## src/rtl/mem_arbiter_pkg.sv

```systemverilog
// Shared definitions for the unified-memory arbiter: access size codes,
// arbiter FSM states, port-owner encodings and a counter-width helper.
package mem_arbiter_pkg;

  localparam int unsigned SIZE_W = 2;

  // Access size codes understood by the memory
  typedef enum logic [SIZE_W-1:0] {
    SIZE_BYTE = 2'b00,
    SIZE_HALF = 2'b01,
    SIZE_WORD = 2'b10
  } size_e;

  typedef enum logic [1:0] {
    ST_IDLE = 2'b00,
    ST_WAIT = 2'b01,
    ST_RESP = 2'b10
  } state_e;

  typedef enum logic {
    OWNER_I = 1'b0,
    OWNER_D = 1'b1
  } owner_e;

  // Bits needed for a counter spanning 0..max_val (at least one bit)
  function automatic int unsigned cnt_width(input int unsigned max_val);
    return (max_val < 1) ? 1 : $clog2(max_val + 1);
  endfunction

endpackage

```

## src/rtl/mem_arb_pick.sv

```systemverilog
// Winner select for the shared memory port. Data beats instruction; with
// MEM_ARB_FAIRNESS_EN defined, a streak counter lets a waiting fetch in
// after MAX_D_STREAK consecutive data grants.
module mem_arb_pick
  import mem_arbiter_pkg::*;
#(
  parameter int unsigned MAX_D_STREAK = 4
) (
  input  logic   clk,
  input  logic   rst_n,
  input  logic   en_i,
  input  logic   i_req_i,
  input  logic   d_req_i,
  output logic   gnt_c_o,
  output owner_e win_c_o
);

  localparam int unsigned STREAK_W = cnt_width(MAX_D_STREAK);

  assign gnt_c_o = en_i & (i_req_i | d_req_i);

`ifdef MEM_ARB_FAIRNESS_EN
  logic [STREAK_W-1:0] streak_q, streak_d;
  logic                at_limit;

  assign at_limit = (streak_q == STREAK_W'(MAX_D_STREAK));

  // Data wins unless it has already starved a waiting fetch long enough
  always_comb begin
    win_c_o = d_req_i ? OWNER_D : OWNER_I;
    if (i_req_i && d_req_i && at_limit) win_c_o = OWNER_I;
  end

  // Count data grants taken while the fetch port was waiting
  always_comb begin
    streak_d = streak_q;
    if (gnt_c_o) begin
      if (win_c_o == OWNER_D && i_req_i) streak_d = streak_q + STREAK_W'(1);
      else                               streak_d = '0;
    end
  end

  // Streak register
  always_ff @(posedge clk or negedge rst_n) begin
    if (!rst_n) streak_q <= '0;
    else        streak_q <= streak_d;
  end
`else
  logic [STREAK_W-1:0] unused_streak_max;
  logic                unused_clk_rst;

  assign unused_streak_max = STREAK_W'(MAX_D_STREAK);
  assign unused_clk_rst    = clk ^ rst_n;
  assign win_c_o           = d_req_i ? OWNER_D : OWNER_I;
`endif

endmodule

```

## src/rtl/mem_arbiter.sv

```systemverilog
// Single-port memory arbiter sharing one unified memory between the fetch
// (instruction) and memory-stage (data) ports. Grants are combinational in
// IDLE, the access then waits MEM_LATENCY cycles and the owner sees a
// one-cycle rvalid. Optional fetch fairness: define MEM_ARB_FAIRNESS_EN.
module mem_arbiter
  import mem_arbiter_pkg::*;
#(
  parameter int unsigned ADDR_W       = 32,
  parameter int unsigned DATA_W       = 32,
  parameter int unsigned MEM_LATENCY  = 2,
  parameter int unsigned MAX_D_STREAK = 4
) (
  input  logic              clk,
  input  logic              rst_n,
  input  logic              i_req_i,
  input  logic [ADDR_W-1:0] i_addr_i,
  output logic              i_gnt_c_o,
  output logic              i_rvalid_o,
  output logic [DATA_W-1:0] i_rdata_o,
  input  logic              d_req_i,
  input  logic              d_we_i,
  input  logic [ADDR_W-1:0] d_addr_i,
  input  logic [DATA_W-1:0] d_wdata_i,
  input  logic [SIZE_W-1:0] d_size_i,
  input  logic              d_unsigned_i,
  output logic              d_gnt_c_o,
  output logic              d_rvalid_o,
  output logic [DATA_W-1:0] d_rdata_o,
  output logic              mem_en_c_o,
  output logic              mem_we_c_o,
  output logic [ADDR_W-1:0] mem_addr_c_o,
  output logic [DATA_W-1:0] mem_wdata_c_o,
  output logic [SIZE_W-1:0] mem_size_c_o,
  output logic              mem_unsigned_c_o,
  input  logic [DATA_W-1:0] mem_rdata_i,
  output logic              stall_f_c_o,
  output logic              stall_m_c_o,
  output logic              busy_o
);

  localparam int unsigned CNT_W = cnt_width(MEM_LATENCY);

  state_e              state_q, state_d;
  owner_e              owner_q, owner_d;
  owner_e              win_c;
  logic                we_q, we_d;
  logic [CNT_W-1:0]    cnt_q, cnt_d;
  logic [DATA_W-1:0]   i_rdata_q, i_rdata_d;
  logic [DATA_W-1:0]   d_rdata_q, d_rdata_d;
  logic                i_rvalid_q, i_rvalid_d;
  logic                d_rvalid_q, d_rvalid_d;
  logic                busy_q, busy_d;
  logic                idle_c;
  logic                gnt_c;

  // Grants only happen in IDLE and never while reset is held
  assign idle_c = rst_n & (state_q == ST_IDLE);

  mem_arb_pick #(
    .MAX_D_STREAK (MAX_D_STREAK)
  ) u_pick (
    .clk     (clk),
    .rst_n   (rst_n),
    .en_i    (idle_c),
    .i_req_i (i_req_i),
    .d_req_i (d_req_i),
    .gnt_c_o (gnt_c),
    .win_c_o (win_c)
  );

  // Grant pulse and memory command driven from the winner in the grant cycle
  always_comb begin
    i_gnt_c_o        = 1'b0;
    d_gnt_c_o        = 1'b0;
    mem_en_c_o       = 1'b0;
    mem_we_c_o       = 1'b0;
    mem_addr_c_o     = '0;
    mem_wdata_c_o    = '0;
    mem_size_c_o     = '0;
    mem_unsigned_c_o = 1'b0;
    if (gnt_c) begin
      mem_en_c_o = 1'b1;
      if (win_c == OWNER_D) begin
        d_gnt_c_o        = 1'b1;
        mem_we_c_o       = d_we_i;
        mem_addr_c_o     = d_addr_i;
        mem_wdata_c_o    = d_wdata_i;
        mem_size_c_o     = d_size_i;
        mem_unsigned_c_o = d_unsigned_i;
      end else begin
        i_gnt_c_o        = 1'b1;
        mem_addr_c_o     = i_addr_i;
        mem_size_c_o     = SIZE_WORD;
        mem_unsigned_c_o = 1'b1;
      end
    end
  end

  // Access sequencing: grant, count down the memory latency, respond
  always_comb begin
    state_d    = state_q;
    owner_d    = owner_q;
    we_d       = we_q;
    cnt_d      = cnt_q;
    i_rdata_d  = i_rdata_q;
    d_rdata_d  = d_rdata_q;
    i_rvalid_d = 1'b0;
    d_rvalid_d = 1'b0;
    case (state_q)
      ST_IDLE: begin
        if (gnt_c) begin
          owner_d = win_c;
          we_d    = (win_c == OWNER_D) & d_we_i;
          cnt_d   = CNT_W'(MEM_LATENCY);
          state_d = ST_WAIT;
        end
      end
      ST_WAIT: begin
        cnt_d = cnt_q - CNT_W'(1);
        if (cnt_q == CNT_W'(1)) begin
          state_d = ST_RESP;
          if (owner_q == OWNER_I) begin
            i_rdata_d  = mem_rdata_i;
            i_rvalid_d = 1'b1;
          end else begin
            if (!we_q) d_rdata_d = mem_rdata_i;
            d_rvalid_d = 1'b1;
          end
        end
      end
      ST_RESP: state_d = ST_IDLE;
      default: state_d = ST_IDLE;
    endcase
    busy_d = (state_d != ST_IDLE);
  end

  // State and registered outputs; reset abandons any in-flight access
  always_ff @(posedge clk or negedge rst_n) begin
    if (!rst_n) begin
      state_q    <= ST_IDLE;
      owner_q    <= OWNER_I;
      we_q       <= 1'b0;
      cnt_q      <= '0;
      i_rdata_q  <= '0;
      d_rdata_q  <= '0;
      i_rvalid_q <= 1'b0;
      d_rvalid_q <= 1'b0;
      busy_q     <= 1'b0;
    end else begin
      state_q    <= state_d;
      owner_q    <= owner_d;
      we_q       <= we_d;
      cnt_q      <= cnt_d;
      i_rdata_q  <= i_rdata_d;
      d_rdata_q  <= d_rdata_d;
      i_rvalid_q <= i_rvalid_d;
      d_rvalid_q <= d_rvalid_d;
      busy_q     <= busy_d;
    end
  end

  assign i_rvalid_o  = i_rvalid_q;
  assign d_rvalid_o  = d_rvalid_q;
  assign i_rdata_o   = i_rdata_q;
  assign d_rdata_o   = d_rdata_q;
  assign busy_o      = busy_q;
  assign stall_f_c_o = rst_n & i_req_i & ~i_rvalid_q;
  assign stall_m_c_o = rst_n & d_req_i & ~d_rvalid_q;

endmodule
```

## config.mk

```make
export PLATFORM = sky130hd
export DESIGN_NAME = mem_arbiter
export DESIGN_NICKNAME = d
export VERILOG_FILES = /design/src/rtl/mem_arbiter_pkg.sv /design/src/rtl/mem_arb_pick.sv /design/src/rtl/mem_arbiter.sv
export SDC_FILE = /design/constraint.sdc
export NUM_CORES = 1
export LEC_CHECK = 0
export ABC_AREA = 1
export ABC_CLOCK_PERIOD_IN_PS = 1600
export CORE_MARGIN = 1.5
export CORE_UTILIZATION = 31
export CTS_BUF_LIST = sky130_fd_sc_hd__clkbuf_4
export DETAILED_ROUTE_END_ITERATION = 6
export GPL_ROUTABILITY_DRIVEN = 0
export PLACE_DENSITY = 0.78
export SETUP_SLACK_MARGIN = 0.15
export SYNTH_ARGS = -nofsm -noshare
export SYNTH_HDL_FRONTEND = slang
export SYNTH_HIERARCHICAL = 1
export SYNTH_SLANG_ARGS = --single-unit
export TNS_END_PERCENT = 10
```

## constraint.sdc

```tcl
create_clock -name clk -period 1.6 [get_ports clk]
set_input_delay 0.24 -clock clk [delete_from_list [all_inputs] [get_ports clk]]
set_output_delay 0.24 -clock clk [all_outputs]
set_load 0.1 [all_outputs]
```

==> impl_metrics.py, run 1 <==
metrics = {
    "synth": {
        "synth_nets": 638,
        "ys.warnings.count": 6,
        "synth_top_area_share_pct": 51.0,
        "synthTopCellsByArea": "dfrtp_1, nand2_1, nand3_1",
        "synth.top_cells.by_count": "nand2_1, dfrtp_1, nand3_1",
        "synth_top_flop_cell": "dfrtp_1",
        "ys_ff_latch": 73,
        "synth_seq_area_share_pct": 51.0,
        "synthArstFlopShare_pct": 100,
        "synth_cell_types": 17,
        "synth_top_cell_by_area": "dfrtp_1",
        "yosysMostFrequentCell": "nand2_1",
        "avgSynthCellArea_sq_um": 7.15,
        "syn-instance-count": 501,
        "synth_edf_count": 0,
        "syn_area_sq_um": 3580,
    },
    "floorplan": {
        "die_h_um": 110,
        "io_pins": 276,
        "initial_core_util_pct": 31.6,
        "rows": 39,
        "die_w_um": 110,
        "core_area_sq_um": 11300,
        "die_area_sq_um": 12200,
    },
    "pwr": {
        "ir_worst_vdd_mv": 2.01,
        "power.leakage_nw": 4.57,
        "power_density_nw_per_um2": 2120,
    },
    "cts": {
        "clockRootBuffer": "clkbuf_4",
        "htreeDepth": 3,
        "clkSlewWorstSetupHoldPaths_ns": 0.14,
        "cts_tree": "done",
        "cts_buffer_depth": 2,
        "clkSinkCount": 73,
        "clkLatencyLatePin_ns": 0.44,
        "cts-buffers-inserted": 9,
    },
    "outcome": {
        "status": "complete, but fails checks",
        "failed_checks": "setup timing",
    },
    "sta": {
        "tightest_slew_ns": 0.499,
        "max_slew_margin_pct": 66.7,
        "fin_crit_sh_pct": 148,
        "fin_setup_tns_ns": -50.86,
        "hold_violations": 0,
        "fmax_mhz": 421,
        "setup_viol": 74,
        "layout_setup_ws_ns": -0.773,
        "drv_slew": 0,
        "fin_crit_ns": 2.37,
        "fin_worst_skew_ns": 0.0211,
        "grt_setup_unrepaired": "yes",
    },
    "worst_setup_path": {
        "critPathLaunchType": "flip-flop",
        "critPathKind": "reg -> out",
        "required_ns": 1.36,
        "worstSetupEndpointType": "primary output",
        "arrival_ns": 2.13,
        "cp_max_fo": 8,
    },
    "place": {
        "dp.cells": 918,
        "place_ws_ns": -0.437,
        "dpl_cell_area_sq_um": 8800,
        "portBuffers": 275,
        "dp_hpwl_um": 13500,
    },
    "min_path": {
        "hold_class": "in -> reg",
    },
    "detailed_routing": {
        "vias": 4840,
        "wire_per_inst_um": 23.5,
        "avgViaCountPerCell": 5.07,
        "wirelength_um": 22400,
        "postRouteAntennaNets": 0,
        "drt_iter0_drc": 290,
        "drt_pass1_iterations": 7,
        "post-route-drc-count": 0,
    },
    "global_route": {
        "grt_start_max_net_pins": 40,
        "grt-ovfl-total": 0,
        "grt.total_usage_pct": 31.4,
        "grt_pass1_wl_um": 29500,
        "grt_pass1_vias": 4948,
        "antenna_found_initial": 1,
    },
    "cells_and_area": {
        "area_delta_synth_final_pct": 184,
        "fill_cells": 427,
        "stdcell_area_sq_um": 10200,
        "final_cells": 955,
        "drive_gt1_share_pct": 53.6,
        "nets": 943,
    },
    "job": {
        "drv_cap": 0,
    },
}
## kinds of logic after synthesis
group,share of synthesized area (%)
flip-flops,51.0
AND/OR/NAND/NOR,39.2
buffers and inverters,8.74
AO/OA/AOI/OAI,0.699
adder cells (fa/ha/maj),0.349
## final timing paths
check / startpoint / end / slack (ns) / cells past startpoint
max in group asynchronous: rst_n / d_rdata_o[29] / 0.59 / 4
min reg2reg: d_rdata_o[13] / d_rdata_o[13] / 0.55 / 2
min in group asynchronous: rst_n / we_q / 0.53 / 4
max: state_q[0] / mem_addr_c_o[22] / -0.77 / 11
max reg2reg: state_q[0] / we_q / -0.14 / 11
min: mem_rdata_i[26] / i_rdata_o[26] / 0.38 / 3
## sequential cells by signal, indices dropped and copies added, names as in the netlist
name	flops
d_rdata_o	32
i_rdata_o	32
cnt_q	2
state_q	2
busy_o	1
d_rvalid_o	1
i_rvalid_o	1
owner_q	1
we_q	1
## power by group
group	total (mW)	internal (mW)	switching, mW
combinational	16.3	5.66	10.6
sequential	3.92	2.72	1.20
clock	1.33	0.644	0.687
## routing by layer
| metal | up-vias | share of wire (%) | global-route usage, % |
|---|---|---|---|
| met5 | - | 0 | 0 |
| met4 | 0 | 5.7 | 13.1 |
| met3 | 80 | 5.9 | 7.14 |
| met2 | 255 | 53 | 56.0 |
| met1 | 2362 | 35 | 36.0 |
| li1 | 2143 | - | - |
## cell type report
type                            instances  area, sq um  share of cell area [%]
Sequential cell                        73         1830                    18.0
Inverter                               43          176                    1.73
Multi-Input combinational cell        356         2940                    28.9
Tap cell                              143          179                    1.76
Clock inverter                          5         80.1                   0.787
Clock buffer                           10         75.1                   0.738
Timing Repair Buffer                  323         4890                    48.1
Antenna cell                            2         5.00                  0.0492
## cells in the final DEF (no fill, tap or decap), types with 6 or more instances in the layout
cell             netlist  final
buf_12                 0    153
clkdlybuf4s50_1        0    133
nand2_2                0     90
dfrtp_1               73     72
nand2_1              242     70
nand3_1               64     53
nand2_4                0     48
inv_1                 41     38
nor2_4                 0     37
nand2_8                0     34
buf_4                  7     14
buf_6                  0     12
nand3_2                0     11
clkbuf_4               0     10
buf_16                 0      6
## critical path, stage by stage, from the launching register on
cell and delay (ns):
dfrtp_1 0.42, nor3b_2 0.20, inv_2 0.08, nor2_4 0.12
nand2_2 0.11, inv_4 0.08, buf_12 0.11, buf_12 0.10
buf_16 0.15, nand2_4 0.09, nand2_8 0.07, buf_12 0.16
## through the flow
step                hold WS (ns)  util [%]  total power, mW
floorplan                -0.0556         -             12.6
global placement           0.324      77.8             18.5
detailed placement         0.325      77.8             18.7
CTS                        0.371      84.2             20.5
global route               0.379      89.9             22.1
finish                     0.377      89.9             21.5
## timing repair
item / 4_1_cts / 5_1_grt
hold endpoints to repair: 34 / 0
gates resized for setup: 109 / 152
hold buffers: 2 / 0
gates cloned: 5 / 3
endpoints found under the setup margin: 140 / 136
pin swaps: 13 / 49
setup buffers: 10 / 0
(Power assumes the default switching activity.)
==> inputs of run 2 (changes only) <==
--- a/config.mk
+++ b/config.mk
@@ -7,15 +7,16 @@
 export LEC_CHECK = 0
 export ABC_AREA = 1
 export ABC_CLOCK_PERIOD_IN_PS = 1600
+export CELL_PAD_IN_SITES_DETAIL_PLACEMENT = 1
+export CELL_PAD_IN_SITES_GLOBAL_PLACEMENT = 1
 export CORE_MARGIN = 1.5
-export CORE_UTILIZATION = 31
+export CORE_UTILIZATION = 20
 export CTS_BUF_LIST = sky130_fd_sc_hd__clkbuf_4
 export DETAILED_ROUTE_END_ITERATION = 6
 export GPL_ROUTABILITY_DRIVEN = 0
-export PLACE_DENSITY = 0.78
+export PLACE_DENSITY_LB_ADDON = 0.1
 export SETUP_SLACK_MARGIN = 0.15
 export SYNTH_ARGS = -nofsm -noshare
 export SYNTH_HDL_FRONTEND = slang
 export SYNTH_HIERARCHICAL = 1
 export SYNTH_SLANG_ARGS = --single-unit
-export TNS_END_PERCENT = 10
==> run 2 against run 1 <==
  * The flow still finishes with violations (setup timing)
  * Utilization down 30 points
  * Cell count up 9.8%
  * Combinational power up 2%
==> impl_metrics.py, run 2 (synthesized netlist as in run 1, its figures left out) <==
metrics = {
    "min_path": {
        "hold_class": "in -> async",
    },
    "cts": {
        "cts-buffers-inserted": 9,
        "hold_buffers": 0,
        "cts_tree": "done",
        "clkLatencyLatePin_ns": 0.42,
        "cts_buffer_depth": 2,
        "clockRootBuffer": "clkbuf_4",
        "htreeDepth": 3,
        "clkSinkCount": 73,
        "clkSlewWorstSetupHoldPaths_ns": 0.12,
    },
    "job": {
        "drv_cap": 0,
    },
    "global_route": {
        "grt_pass1_wl_um": 31300,
        "grt_start_max_net_pins": 74,
        "grt.total_usage_pct": 22.5,
        "grt-ovfl-total": 0,
        "antenna_found_initial": 1,
        "grt_pass1_vias": 5131,
    },
    "worst_setup_path": {
        "cp_slowest_cell": "dfrtp_1",
        "r2r-end": "cnt_q[0]",
        "crit_path_end": "mem_wdata_c_o[8]",
        "required_ns": 1.36,
        "critPathKind": "reg -> out",
        "crit_path_cell_trace": "nor3b_2 -> inv_1 -> nor2_4 -> buf_12 -> nand2_8 -> buf_12 -> buf_12 -> nor2_4 -> buf_12",
        "critPathLaunchType": "flip-flop",
        "crit_top_cell": "buf_12",
        "reg2reg_depth": 11,
        "r2r_setup_slack_ns": -0.02,
        "timing.critical_path.from": "state_q[0]",
        "worstSetupEndpointType": "primary output",
        "cp_max_fo": 9,
        "r2r-start": "state_q[0]",
        "arrival_ns": 2.03,
        "slowest_delay_ns": 0.41,
    },
    "sta": {
        "hold_violations": 0,
        "fin_crit_sh_pct": 142,
        "setup_viol": 73,
        "grt_setup_unrepaired": "yes",
        "drv_slew": 0,
        "fin_crit_ns": 2.27,
        "layout_setup_ws_ns": -0.666,
        "fmax_mhz": 441,
        "tightest_slew_ns": 0.973,
        "max_slew_margin_pct": 35.1,
        "fin_worst_skew_ns": 0.0205,
    },
    "detailed_routing": {
        "drt_pass1_iterations": 4,
        "drt_iter0_drc": 134,
        "wire_per_inst_um": 20.2,
        "post-route-drc-count": 0,
        "vias": 4660,
        "avgViaCountPerCell": 4.44,
        "wirelength_um": 21200,
        "postRouteAntennaNets": 0,
    },
    "cells_and_area": {
        "multi_input_area_sq_um": 2960,
        "final_common_cell": "buf_12",
        "stdcell_area_sq_um": 10500,
        "nets": 957,
        "layout.area.seq_sq_um": 1830,
        "final_cells": 1049,
        "drive_gt1_share_pct": 55.9,
        "area_delta_synth_final_pct": 194,
        "fill_cells": 1786,
        "mostFrequentLayoutCells": "buf_12, clkdlybuf4s50_1, nand2_1",
    },
    "place": {
        "portBuffers": 275,
        "dp_hpwl_um": 14500,
        "dpl_cell_area_sq_um": 8980,
        "dp.cells": 999,
    },
    "outcome": {
        "status": "complete, but fails checks",
        "failed_checks": "setup timing",
    },
    "floorplan": {
        "io_pins": 276,
        "die_area_sq_um": 18700,
        "rows": 48,
        "core_area_sq_um": 17400,
        "die_h_um": 137,
        "die_w_um": 137,
        "initial_core_util_pct": 20.6,
    },
    "pwr": {
        "ir_worst_vdd_mv": 1.80,
        "power_density_nw_per_um2": 2040,
        "fin_total_pwr_mw": 21.4,
        "power.leakage_nw": 4.54,
    },
}
==> run 2: changes by cell type in the layout (fill, tap and decap cells not counted), moves of 3 or more <==
cell / previous run / this run
o21ai_1: 3 / 0
nand3_4: 0 / 6
buf_6: 12 / 19
nand2_4: 48 / 6
nand3_1: 53 / 4
nand3_2: 11 / 54
nand2_1: 70 / 112
buf_16: 6 / 15
==> run 2: cell type report <==
cell class	count	share of cell area [%]
Antenna cell	1	0.0238
Timing Repair Buffer	337	49.1
Tap cell	225	2.68
Clock buffer	11	0.785
Inverter	43	1.74
Clock inverter	3	0.190
Multi-Input combinational cell	356	28.1
Sequential cell	73	17.4
==> run 2: how the worst min path moves through the flow <==
stage	from	to	slack (ns)	cells after the start
floorplan	rst_n	busy_o	-0.06	0
global route	rst_n	i_rdata_o[30]	0.23	3
CTS	rst_n	d_rdata_o[7]	0.19	3
finish	rst_n	i_rdata_o[30]	0.17	3
detailed placement	owner_q	owner_q	0.50	2
global placement	owner_q	owner_q	0.48	2
==> run 2: power by group <==
part | switching, mW | internal [mW]
logic | 10.8 | 5.94
registers | 1.01 | 2.72
clock network | 0.673 | 0.336
total | 12.4 | 9.00
==> run 2: timing repair <==
item,in CTS,in global routing
setup endpoints to repair,128,143
hold endpoints to repair,0,0
cloned,15,1
pin swaps,60,23
setup buffers,14,5
gates resized for setup,155,88
==> run 2: worst max-delay path, delay by kind of cell, from the launching register on <==
kind / cells / cell delay (ns)
DFF: 1 / 0.41
buffers and inverters: 5 / 0.70
and+or+nand+nor: 4 / 0.48
==> run 2: through the flow <==
| stage | utilization, % | hold slack [ns] | TNS [ns] | worst slack, ns |
|---|---|---|---|---|
| finish | 60.4 | 0.167 | -45.11 | -0.666 |
| global placement | 51.6 | 0.476 | -24.90 | -0.424 |
| global route | 60.4 | 0.226 | -53.08 | -0.770 |
| detailed placement | 51.6 | 0.496 | -25.50 | -0.453 |
| CTS | 58.2 | 0.193 | -47.11 | -0.690 |
| floorplan | - | -0.0556 | -52.78 | -0.806 |
==> run 2: layer usage <==
metal	GRT usage (%)	wire length, um
met4	5.61	373
met5	0	0
met2	42.6	11500
met3	7.63	1910
met1	23.8	7390
